## config.mk

```make
export PLATFORM = sky130hd
export DESIGN_NAME = firebird7_in_gate1_mbist_diag_arbiter
export DESIGN_NICKNAME = d
export VERILOG_FILES = /design/src/rtl/firebird7_in_gate1_mbist_diag_arbiter.sv
export SDC_FILE = /design/constraint.sdc
export NUM_CORES = 1
export LEC_CHECK = 0
export BUFFER_PORTS_ARGS = -buffer_cell sky130_fd_sc_hd__buf_2
export CAP_MARGIN = 30
export CELL_PAD_IN_SITES_DETAIL_PLACEMENT = 1
export CELL_PAD_IN_SITES_GLOBAL_PLACEMENT = 2
export CORE_MARGIN = 2
export CORE_UTILIZATION = 40
export DETAILED_ROUTE_END_ITERATION = 8
export PLACE_DENSITY = 0.9
export SETUP_SLACK_MARGIN = 0.1
export SLEW_MARGIN = 15
export SYNTH_ARGS = -nofsm -noshare
export SYNTH_HDL_FRONTEND = slang
export SYNTH_SLANG_ARGS = --single-unit
```

## constraint.sdc

```tcl
create_clock -name ijtag_tck -period 3.2 [get_ports ijtag_tck]
set_input_delay 0.64 -clock ijtag_tck [delete_from_list [all_inputs] [get_ports ijtag_tck]]
set_output_delay 0.64 -clock ijtag_tck [all_outputs]
set_load 0.02 [all_outputs]
```

## src/rtl/firebird7_in_gate1_mbist_diag_arbiter.sv

```systemverilog
// firebird7 gate1 MBIST diagnosis arbiter: round-robin grant of the shared
// readout path among NUM_CTL controllers, steered and released through an IJTAG TDR.
// Optional grant watchdog: define FIREBIRD7_IN_DIAG_ARB_TIMEOUT_EN.
module firebird7_in_gate1_mbist_diag_arbiter #(
   parameter int NUM_CTL     = 4,
   parameter int IDX_W       = $clog2(NUM_CTL),
   parameter int TIMEOUT_CYC = 1024
) (
   input  logic               ijtag_tck,
   input  logic               ijtag_reset,
   input  logic               ijtag_sel,
   input  logic               ijtag_si,
   input  logic               ijtag_ce,
   input  logic               ijtag_se,
   input  logic               ijtag_ue,
   output logic               ijtag_so,
   input  logic [NUM_CTL-1:0] diag_req,
   output logic [NUM_CTL-1:0] diag_grant,
   output logic               diag_active
);

   localparam int TDR_W = NUM_CTL + IDX_W + 2;

   typedef enum logic [1:0] {
      IDLE  = 2'd0,
      GRANT = 2'd1,
      REL   = 2'd2
   } state_t;

   state_t             state;
   logic [TDR_W-1:0]   shift_q;
   logic [NUM_CTL:0]   upd_q;
   logic               release_tgl;
   logic               release_seen;
   logic [IDX_W-1:0]   grant_idx;
   logic [IDX_W-1:0]   last_idx;
   logic               timeout_flag;
   logic               expire;

   logic               arb_en;
   logic [NUM_CTL-1:0] req_mask;
   logic [NUM_CTL-1:0] eligible;
   logic               capture;
   logic               shift_en;
   logic               update;
   logic [TDR_W-1:0]   cap_word;
   logic               rel_req;
   logic               abort;

   logic [IDX_W-1:0]   pick_idx;
   logic               pick_vld;
   logic [IDX_W-1:0]   cand_idx;
   int                 cand;

   assign arb_en   = upd_q[0];
   assign req_mask = upd_q[NUM_CTL:1];
   assign eligible = diag_req & ~req_mask & {NUM_CTL{arb_en}};
   assign capture  = ijtag_ce & ijtag_sel;
   assign shift_en = ijtag_se & ijtag_sel;
   assign update   = ijtag_ue & ijtag_sel;
   assign cap_word = {timeout_flag, diag_req, grant_idx, diag_active};
   assign rel_req  = release_tgl != release_seen;
   assign abort    = ~diag_req[grant_idx];

   // Round robin: nearest eligible index after last_idx, wrapping past NUM_CTL-1.
   always_comb begin
      pick_vld = 1'b0;
      pick_idx = last_idx;
      cand     = 0;
      cand_idx = '0;
      for (int k = NUM_CTL; k >= 1; k--) begin
         cand = int'(last_idx) + k;
         if (cand >= NUM_CTL) cand = cand - NUM_CTL;
         cand_idx = IDX_W'(cand);
         if (eligible[cand_idx]) begin
            pick_vld = 1'b1;
            pick_idx = cand_idx;
         end
      end
   end

   // TDR shift register: capture status or shift toward ijtag_so.
   always_ff @(posedge ijtag_tck or negedge ijtag_reset) begin
      if (!ijtag_reset) begin
         shift_q <= '0;
      end else if (capture) begin
         shift_q <= cap_word;
      end else if (shift_en) begin
         shift_q <= {ijtag_si, shift_q[TDR_W-1:1]};
      end
   end

   // Falling-edge side: control update, release toggle, retimed scan out.
   always_ff @(negedge ijtag_tck or negedge ijtag_reset) begin
      if (!ijtag_reset) begin
         upd_q       <= '0;
         release_tgl <= 1'b0;
         ijtag_so    <= 1'b0;
      end else begin
         ijtag_so <= shift_q[0];
         if (update) begin
            upd_q <= shift_q[NUM_CTL+1:1];
            if (shift_q[0]) release_tgl <= ~release_tgl;
         end
      end
   end

   // Arbitration FSM with registered grant outputs.
   always_ff @(posedge ijtag_tck or negedge ijtag_reset) begin
      if (!ijtag_reset) begin
         state        <= IDLE;
         grant_idx    <= '0;
         last_idx     <= IDX_W'(NUM_CTL - 1);
         release_seen <= 1'b0;
         diag_grant   <= '0;
         diag_active  <= 1'b0;
      end else begin
         unique case (state)
            IDLE: begin
               if (pick_vld) begin
                  state        <= GRANT;
                  grant_idx    <= pick_idx;
                  release_seen <= release_tgl;
                  diag_grant   <= NUM_CTL'(1) << pick_idx;
                  diag_active  <= 1'b1;
               end
            end
            GRANT: begin
               if (rel_req || abort || expire) begin
                  state       <= REL;
                  diag_grant  <= '0;
                  diag_active <= 1'b0;
               end
            end
            REL: begin
               last_idx <= grant_idx;
               state    <= IDLE;
            end
            default: begin
               state       <= IDLE;
               diag_grant  <= '0;
               diag_active <= 1'b0;
            end
         endcase
      end
   end

`ifdef FIREBIRD7_IN_DIAG_ARB_TIMEOUT_EN
   localparam int CNT_W = $clog2(TIMEOUT_CYC + 1);

   logic [CNT_W-1:0] wd_cnt;

   assign expire = (state == GRANT) && (wd_cnt == CNT_W'(TIMEOUT_CYC - 1));

   // Grant watchdog and sticky timeout flag (cleared by capture with arb_en low).
   always_ff @(posedge ijtag_tck or negedge ijtag_reset) begin
      if (!ijtag_reset) begin
         wd_cnt       <= '0;
         timeout_flag <= 1'b0;
      end else begin
         if (state != GRANT) wd_cnt <= '0;
         else if (!expire)   wd_cnt <= wd_cnt + 1'b1;
         if (expire)                  timeout_flag <= 1'b1;
         else if (capture && !arb_en) timeout_flag <= 1'b0;
      end
   end
`else
   assign expire       = 1'b0;
   assign timeout_flag = 1'b0;
`endif

endmodule
```

* Word level (Yosys, flattened, before mapping) *
Cells that the tools add are included.

operators by class
  add/sub/neg operators = 8
  $lt $le $gt $ge = 9
  equal/unequal tests = 5
  shift operators = 1
  multiplexer cells = 33
  bitwise logic cells = 9
  reduce and logical (&&, ||, !) cells = 7

operator list
  operator                                                           count
  two-way mux 2 bit                                                  10
  two-way mux 8 bit                                                  2
  less-than comparator 2 x 3 -> 1 bit, second input constant         5
  case mux 4 bit (3 select lines)                                    1
  two-way mux 1 bit                                                  11
  binary-select mux 1 bit (select 2 bit)                             5
  greater-or-equal comparator 3 bit, second input constant           3
  AND 4 bit                                                          2
  two-way mux 4 bit                                                  2
  subtractor 2 x 1 -> 2 bit, second input constant                   4
  adder 2 x 2 -> 3 bit, second input constant                        2
  AND reduction 2 bit                                                3
  adder 2 x 3 -> 4 bit, second input constant                        1
  greater-or-equal comparator 4 x 3 -> 1 bit, second input constant  1
  inequality test 2 bit, second input constant                       2
  NOT 4 bit                                                          1
  case mux 2 bit (2 select lines)                                    1
  left shift 1 x 2 -> 4 bit, first input constant                    1
  adder 2 x 1 -> 3 bit, second input constant                        1
  AND 1 bit                                                          3
  NOT 1 bit                                                          3
  case mux 1 bit (3 select lines)                                    1
  AND reduction 3 bit                                                1
  equality test 2 x 1 -> 1 bit, second input constant                1
  other kinds (5)                                                    5

word-level totals
  register bits after elaboration = 27
  input port bits = 11
  logic and storage cells = 82

* Longest topological paths before layout *
Gate-level depths: netlist of run 1.

  word-level depth = 12
  depth in mapped cells = 5
  depth with buffers taken out = 5

==> results of run 1 <==
power breakdown:
group / leakage, uW / switching, uW / internal [uW]
clock: 0.0000139 / 107 / 47.9
sequential: 0.000350 / 55.5 / 407
combinational: 0.000319 / 121 / 112
total: 0.000683 / 284 / 566
cell usage after synthesis, drive strengths merged (2+ instances only):
cell type   n  area [um^2]
nor2        2         7.51
a22o       17          149
mux2        7         78.8
dfrtp      18          450
o21ai       9         48.8
nand2b      6         52.6
xnor2       2         17.5
nor2b       4         25.0
inv         2         7.51
clkbuf      3         11.3
nand2      12         45.0
dfstp       2         52.6
dfrtn       7          175
a21oi       2         10.0
registers in the layout (all words and copies together), names as in the netlist:
signal        count
state             2
diag_grant        4
release_seen      1
release_tgl       1
upd_q             5
diag_active       1
shift_q           8
last_idx          2
grant_idx         2
ijtag_so          1
worst max path at each step:
stage | endpoint | depth (start not counted)
after floorplan | diag_grant[3]$_DFFE_PN0P_ | 5
after global placement | upd_q[0]$_DFFE_NN0P_ | 3
after detailed placement | diag_grant[2]$_DFFE_PN0P_ | 4
after CTS | ijtag_so | 1
after global routing | diag_grant[2]$_DFFE_PN0P_ | 5
final | ijtag_so | 1
through the flow:
stage | utilization | setup WS (ns) | area [um^2] | total power, uW
floorplan | - | 0.237 | 1290 | 610
global placement | 0.472 | 0.114 | 1440 | 678
detailed placement | 0.472 | 0.0720 | 1440 | 690
CTS | 0.485 | 0.0801 | 1480 | 850
global route | 0.490 | 0.0490 | 1500 | 892
finish | 0.490 | 0.0889 | 1500 | 850
per-layer routing:
metal / vias up / GRT usage
met5: - / 0
met4: 0 / 0.0652
met3: 4 / 0.0213
met2: 22 / 0.295
met1: 474 / 0.244
li1: 441 / -
layout make-up:
class / instances / area [um^2]
fillers: 359 / 1560
clock buffers: 3 / 22.5
repair buffers: 21 / 124
flip-flops and latches: 27 / 678
multi-input cells: 75 / 602
inverters: 2 / 7.51
clock inverters: 1 / 7.51
well taps: 44 / 55.1
timing repair:
action,4_1_cts,5_1_grt
endpoints found under the setup margin,2,5
cloned,0,0
resized for setup,3,1
setup buffers,0,2
hold buffers,0,0
logic make-up (layout without fill, tap and decap cells):
kind of cell	Yosys count	after routing
XOR/XNOR	2	2
AND/OR/NAND/NOR	29	29
multiplexers	8	8
AO/OA/AOI/OAI	36	36
flip-flops	27	27
buffers and inverters	5	27
placed cells by master (no fill, tap or decap), drive strengths merged, types with 2 or more instances in the layout:
master,n
a22o,17
xnor2,2
dfrtp,18
o21ai,9
mux2,7
nand2b,6
clkbuf,3
buf,21
dfrtn,7
dfstp,2
nor2b,4
nor2,2
a21oi,2
inv,2
nand2,12
==> reports/summary.txt, run 1 <==
Critical-path cell list: buf_6
Largest family of logic cells by synthesized area: compound AO/OA/AOI/OAI gates
Top Family by Delay on Critical Path: flip-flops
First-pass detailed-route iteration total: 4
Nets: 141
Worst Tran Pin Value: 0.597 ns
M1 WL: 1.35 mm
Syn Nets: 118
FF+latch count, synth: 27
# DRC: 0
Worst Path Required: 2.56 ns
Clock buffer depth: 2
Worst Setup End Kind: primary output
Arr. time, crit path: 2.47 ns
Global route total overflow: 0
Largest net degree at the start of global routing: 19
Worst-path clk slew: 0.16 ns
FF-to-FF End: diag_grant[2]$_DFFE_PN0P_
Non-filler cells, final: 173
Reg2Reg Depth: 4
Max rail drop VDD: 0.000323 V
CP Launch Point: ijtag_so$_DFF_NN0_
Post-DP HPWL: 2.21 mm
Worst path slowest cell: dfrtn_1
Post-Place Cells: 167
Synth async-reset ratio: 1.00
Flop-to-flop setup slack: 0.09 ns
Core area: 0.00305 mm^2
Die width: 60.9 um
Clock latency at the later pin of the worst-skew pair: 0.33 ns
Clock Skew: 0.0182 ns
DRT iter0 DRCs: 11
Vias in the first global route: 951
DRT antenna net count: 0
YS warnings: 0
WL/cell: 16.9 um
Leak: 0.000683 uW
Setup TNS Final: 0 ns
CTS sink cnt: 27
CTS buffer count: 3
CTS tree: built
Adder-cell area share of the yosys netlist: 0
Area grow syn2layout: 15.7%
Mean area per synthesized cell: 12.1 um^2
Worst rel slew slack: 0.601
DR top layer: met4
Hold slack: 0.205 ns
Post-synthesis sequential area ratio: 0.524
Max-Cap Viols: 0
Largest stage delay on the critical path: 0.43 ns
XOR/XNOR share of the synthesized area: 0.0135
Crit Path Max Fanout: 1
Mux share of post-synthesis cell area: 0.0783
Htree depth: 1
Vias: 941
Number of flops mapped to enable cells by yosys: 0
Setup violations, final: 0
Mapped Area: 0.00129 mm^2
Worst path buffer plus inverter count: 1
Pins Over Slew Limit: 0
Final hold vios: 0
Compound-Gate Fraction of Synth Area: 0.228
Vias/cell: 5.44
Initial antenna violation count: 0
Outcome: complete, no violations
Main synth FF type: dfrtp_1
Synth Area in Simple Gates: 0.141
IO Pins: 17
Reg-to-reg startpoint: upd_q[4]$_DFFE_NN0P_
Synth unique cells: 32
Root buffer cell: clkbuf_4
Routed wl met2: 1.43 mm
Starting Density: 0.424
# diodes: 0
Worst Setup Start Kind: flip-flop
Share of layout cells above drive strength 1: 0.349
RePlAce Congestion: 0.758
Row cnt: 20
Gate Count Post-Synth: 107
Pwr/cell area: 568 mW/mm^2
DRT Wirelength: 2.92 mm
Worst Hold Class: in -> async
RSZ-0062 raised after global routing: true
Die height: 60.9 um
Port Buffers: 16
Crit path kind: reg -> out
Metal3 WL: 105 um
Die Area: 0.00371 mm^2
Global-route wire length before repair: 4.81 mm
Global Route Usage Sum: 0.179
(Power assumes the default switching activity.)
==> run 2: changes to the inputs <==
Settings changed: CORE_UTILIZATION 40 to 34, GPL_TIMING_DRIVEN set to 0, PLACE_DENSITY 0.9 to 0.83.
Clock period 3.2 ns to 2.7 ns, I/O delays scaled along.
==> run 2 against run 1 <==
The flow now finishes with violations (setup timing). Setup slack lost 0.16 ns. Routed wire length shrank 0.92%. Sequential share of layout area shrank 2.2 points. Sequential power grew 19%. Worst hold slack gained 0.040 ns. Via count grew 2.4%. Power grew 28%. Critical path depth grew 4. Highest routed layer unchanged.
==> reports/summary.txt, run 2 (synthesis gave the netlist of run 1 again) <==
Outcome: complete, but fails checks
Failing checks: setup timing
Global route total overflow: 0
Vias in the first global route: 999
Die Area: 0.00431 mm^2
CTS tree: built
Die height: 65.7 um
Flop-to-flop setup slack: -0.07 ns
Worst Path Required: 2.88 ns
Worst path slowest cell: dfrtn_1
Max-Cap Viols: 0
Pwr/cell area: 693 mW/mm^2
# DRC: 0
Design Power: 1090 uW
# diodes: 0
Most frequent cells in the layout: dfrtp_1 (18), a22o_1 (17), buf_2 (14), nand2_1 (12), o21ai_1 (8)
Setup TNS Final: -0.151 ns
IO Pins: 17
Worst Setup Start Kind: flip-flop
Vias: 964
Crit path top cell by count: a22o_1
Worst Setup End Kind: flip-flop
CTS sink cnt: 27
CTS buffer count: 3
Max reg flops: 8
Leak: 0.000712 uW
Setup violations, final: 4
Root buffer cell: clkbuf_8
Worst Tran Pin Value: 0.590 ns
First-pass detailed-route iteration total: 4
Initial antenna violation count: 0
Pins Over Slew Limit: 0
Vias/cell: 5.39
Port Buffers: 15
Critical-path cell list: and2b_2 -> o21ai_1 -> a21bo_2 -> a22o_1 -> a22o_1
Commonest non-fill, non-tap cell in the layout: dfrtp_1
Largest net degree at the start of global routing: 28
WL/cell: 16.2 um
Top Registers: shift_q x8, upd_q x5, diag_grant x4
Max rail drop VDD: 0.000230 V
Clock buffer depth: 2
FF+latch area: 678 um^2
Die width: 65.7 um
Row cnt: 22
DRT Wirelength: 2.89 mm
Crit path kind: reg -> reg
Place WS: -0.155 ns
Area grow syn2layout: 21.6%
RePlAce Congestion: 0.732
RSZ-0062 raised after global routing: true
Worst setup margin: -0.0671 ns
Multi-input gate area: 647 um^2
Worst-path clk slew: 0.10 ns
# fillers: 401
Worst Hold Class: in -> async
Post-Place Cells: 170
Crit Path Max Fanout: 3
Worst rel slew slack: 0.604
Arr. time, crit path: 2.95 ns
Clock latency at the later pin of the worst-skew pair: 0.29 ns
Global-route wire length before repair: 4.96 mm
Clock Skew: 0.0120 ns
Largest stage delay on the critical path: 0.36 ns
Starting Density: 0.353
Core area: 0.00366 mm^2
Final hold vios: 0
Register with the most flip-flops: shift_q
Share of layout cells above drive strength 1: 0.382
Post-DP HPWL: 2.16 mm
DRT antenna net count: 0
Htree depth: 1
Non-filler cells, final: 179
Global Route Usage Sum: 0.154
Nets: 143
DRT iter0 DRCs: 58
## run 2: cell count changes in the layout (fill, tap and decap cells not counted), moves of 2 or more
cell / before / now
nand2b_4: 1 / 4
clkbuf_8: 0 / 3
o21ai_1: 5 / 8
clkbuf_4: 3 / 0
clkbuf_1: 0 / 2
o21ai_0: 3 / 0
nand2b_2: 3 / 1
## run 2: power breakdown
group | leakage [uW] | internal [uW] | total (uW) | switching [uW]
Sequential | 0.000350 | 482 | 549 | 67.1
Clock | 0.0000217 | 105 | 249 | 143
Combinational | 0.000340 | 147 | 292 | 144
Total | 0.000712 | 735 | 1090 | 355
## run 2: timing repair
| action | 4_1_cts | 5_1_grt |
|---|---|---|
| hold buffers | 0 | 0 |
| cloned | 0 | 0 |
| setup buffers | 2 | 3 |
| pin swaps | 0 | 3 |
| gates resized for setup | 8 | 8 |
| setup endpoints to repair | 9 | 10 |
## run 2: cell type report
class	instances	share of cell area
multi-input combinational	75	0.411
clock inverter	1	0.00477
tap	48	0.0382
clock buffer	3	0.0263
buffer	3	0.00796
inverter	2	0.00477
timing repair buffer	20	0.0756
sequential	27	0.431
## run 2: final timing paths
kind                                         start                         to  depth (start not counted)
min in group ijtag_tck     release_tgl$_DFFE_NN0P_    release_tgl$_DFFE_NN0P_                          1
setup reg to reg              upd_q[1]$_DFFE_NN0P_  diag_grant[3]$_DFFE_PN0P_                          5
hold reg to reg            release_tgl$_DFFE_NN0P_    release_tgl$_DFFE_NN0P_                          1
setup / recovery              upd_q[1]$_DFFE_NN0P_  diag_grant[3]$_DFFE_PN0P_                          5
hold / removal                         ijtag_reset  diag_grant[2]$_DFFE_PN0P_                          1
max in group asynchronous              ijtag_reset       upd_q[4]$_DFFE_NN0P_                          1
## run 2: layer usage
layer / vias up / global-route usage / wire, um
li1: 449 / - / -
met3: 5 / 0.0274 / 133
met5: - / 0 / 0
met2: 25 / 0.247 / 1450
met1: 485 / 0.202 / 1250
met4: 0 / 0.0703 / 60
## run 2: through the flow
step / util / hold WS (ns) / instance area, um^2
6_report: 0.430 / 0.245 / 1570
4_1_cts: 0.418 / 0.266 / 1530
3_3_place_gp: 0.392 / 0.444 / 1430
3_5_place_dp: 0.392 / 0.456 / 1430
2_1_floorplan: - / 0.244 / 1300
5_1_grt: 0.430 / 0.278 / 1570
## run 2: critical path: cells and delay by family (launching register included)
| family | cells | cell delay (ns) |
|---|---|---|
| AOI/OAI and AO/OA | 4 | 0.71 |
| DFF | 1 | 0.36 |
| and+or+nand+nor | 1 | 0.24 |
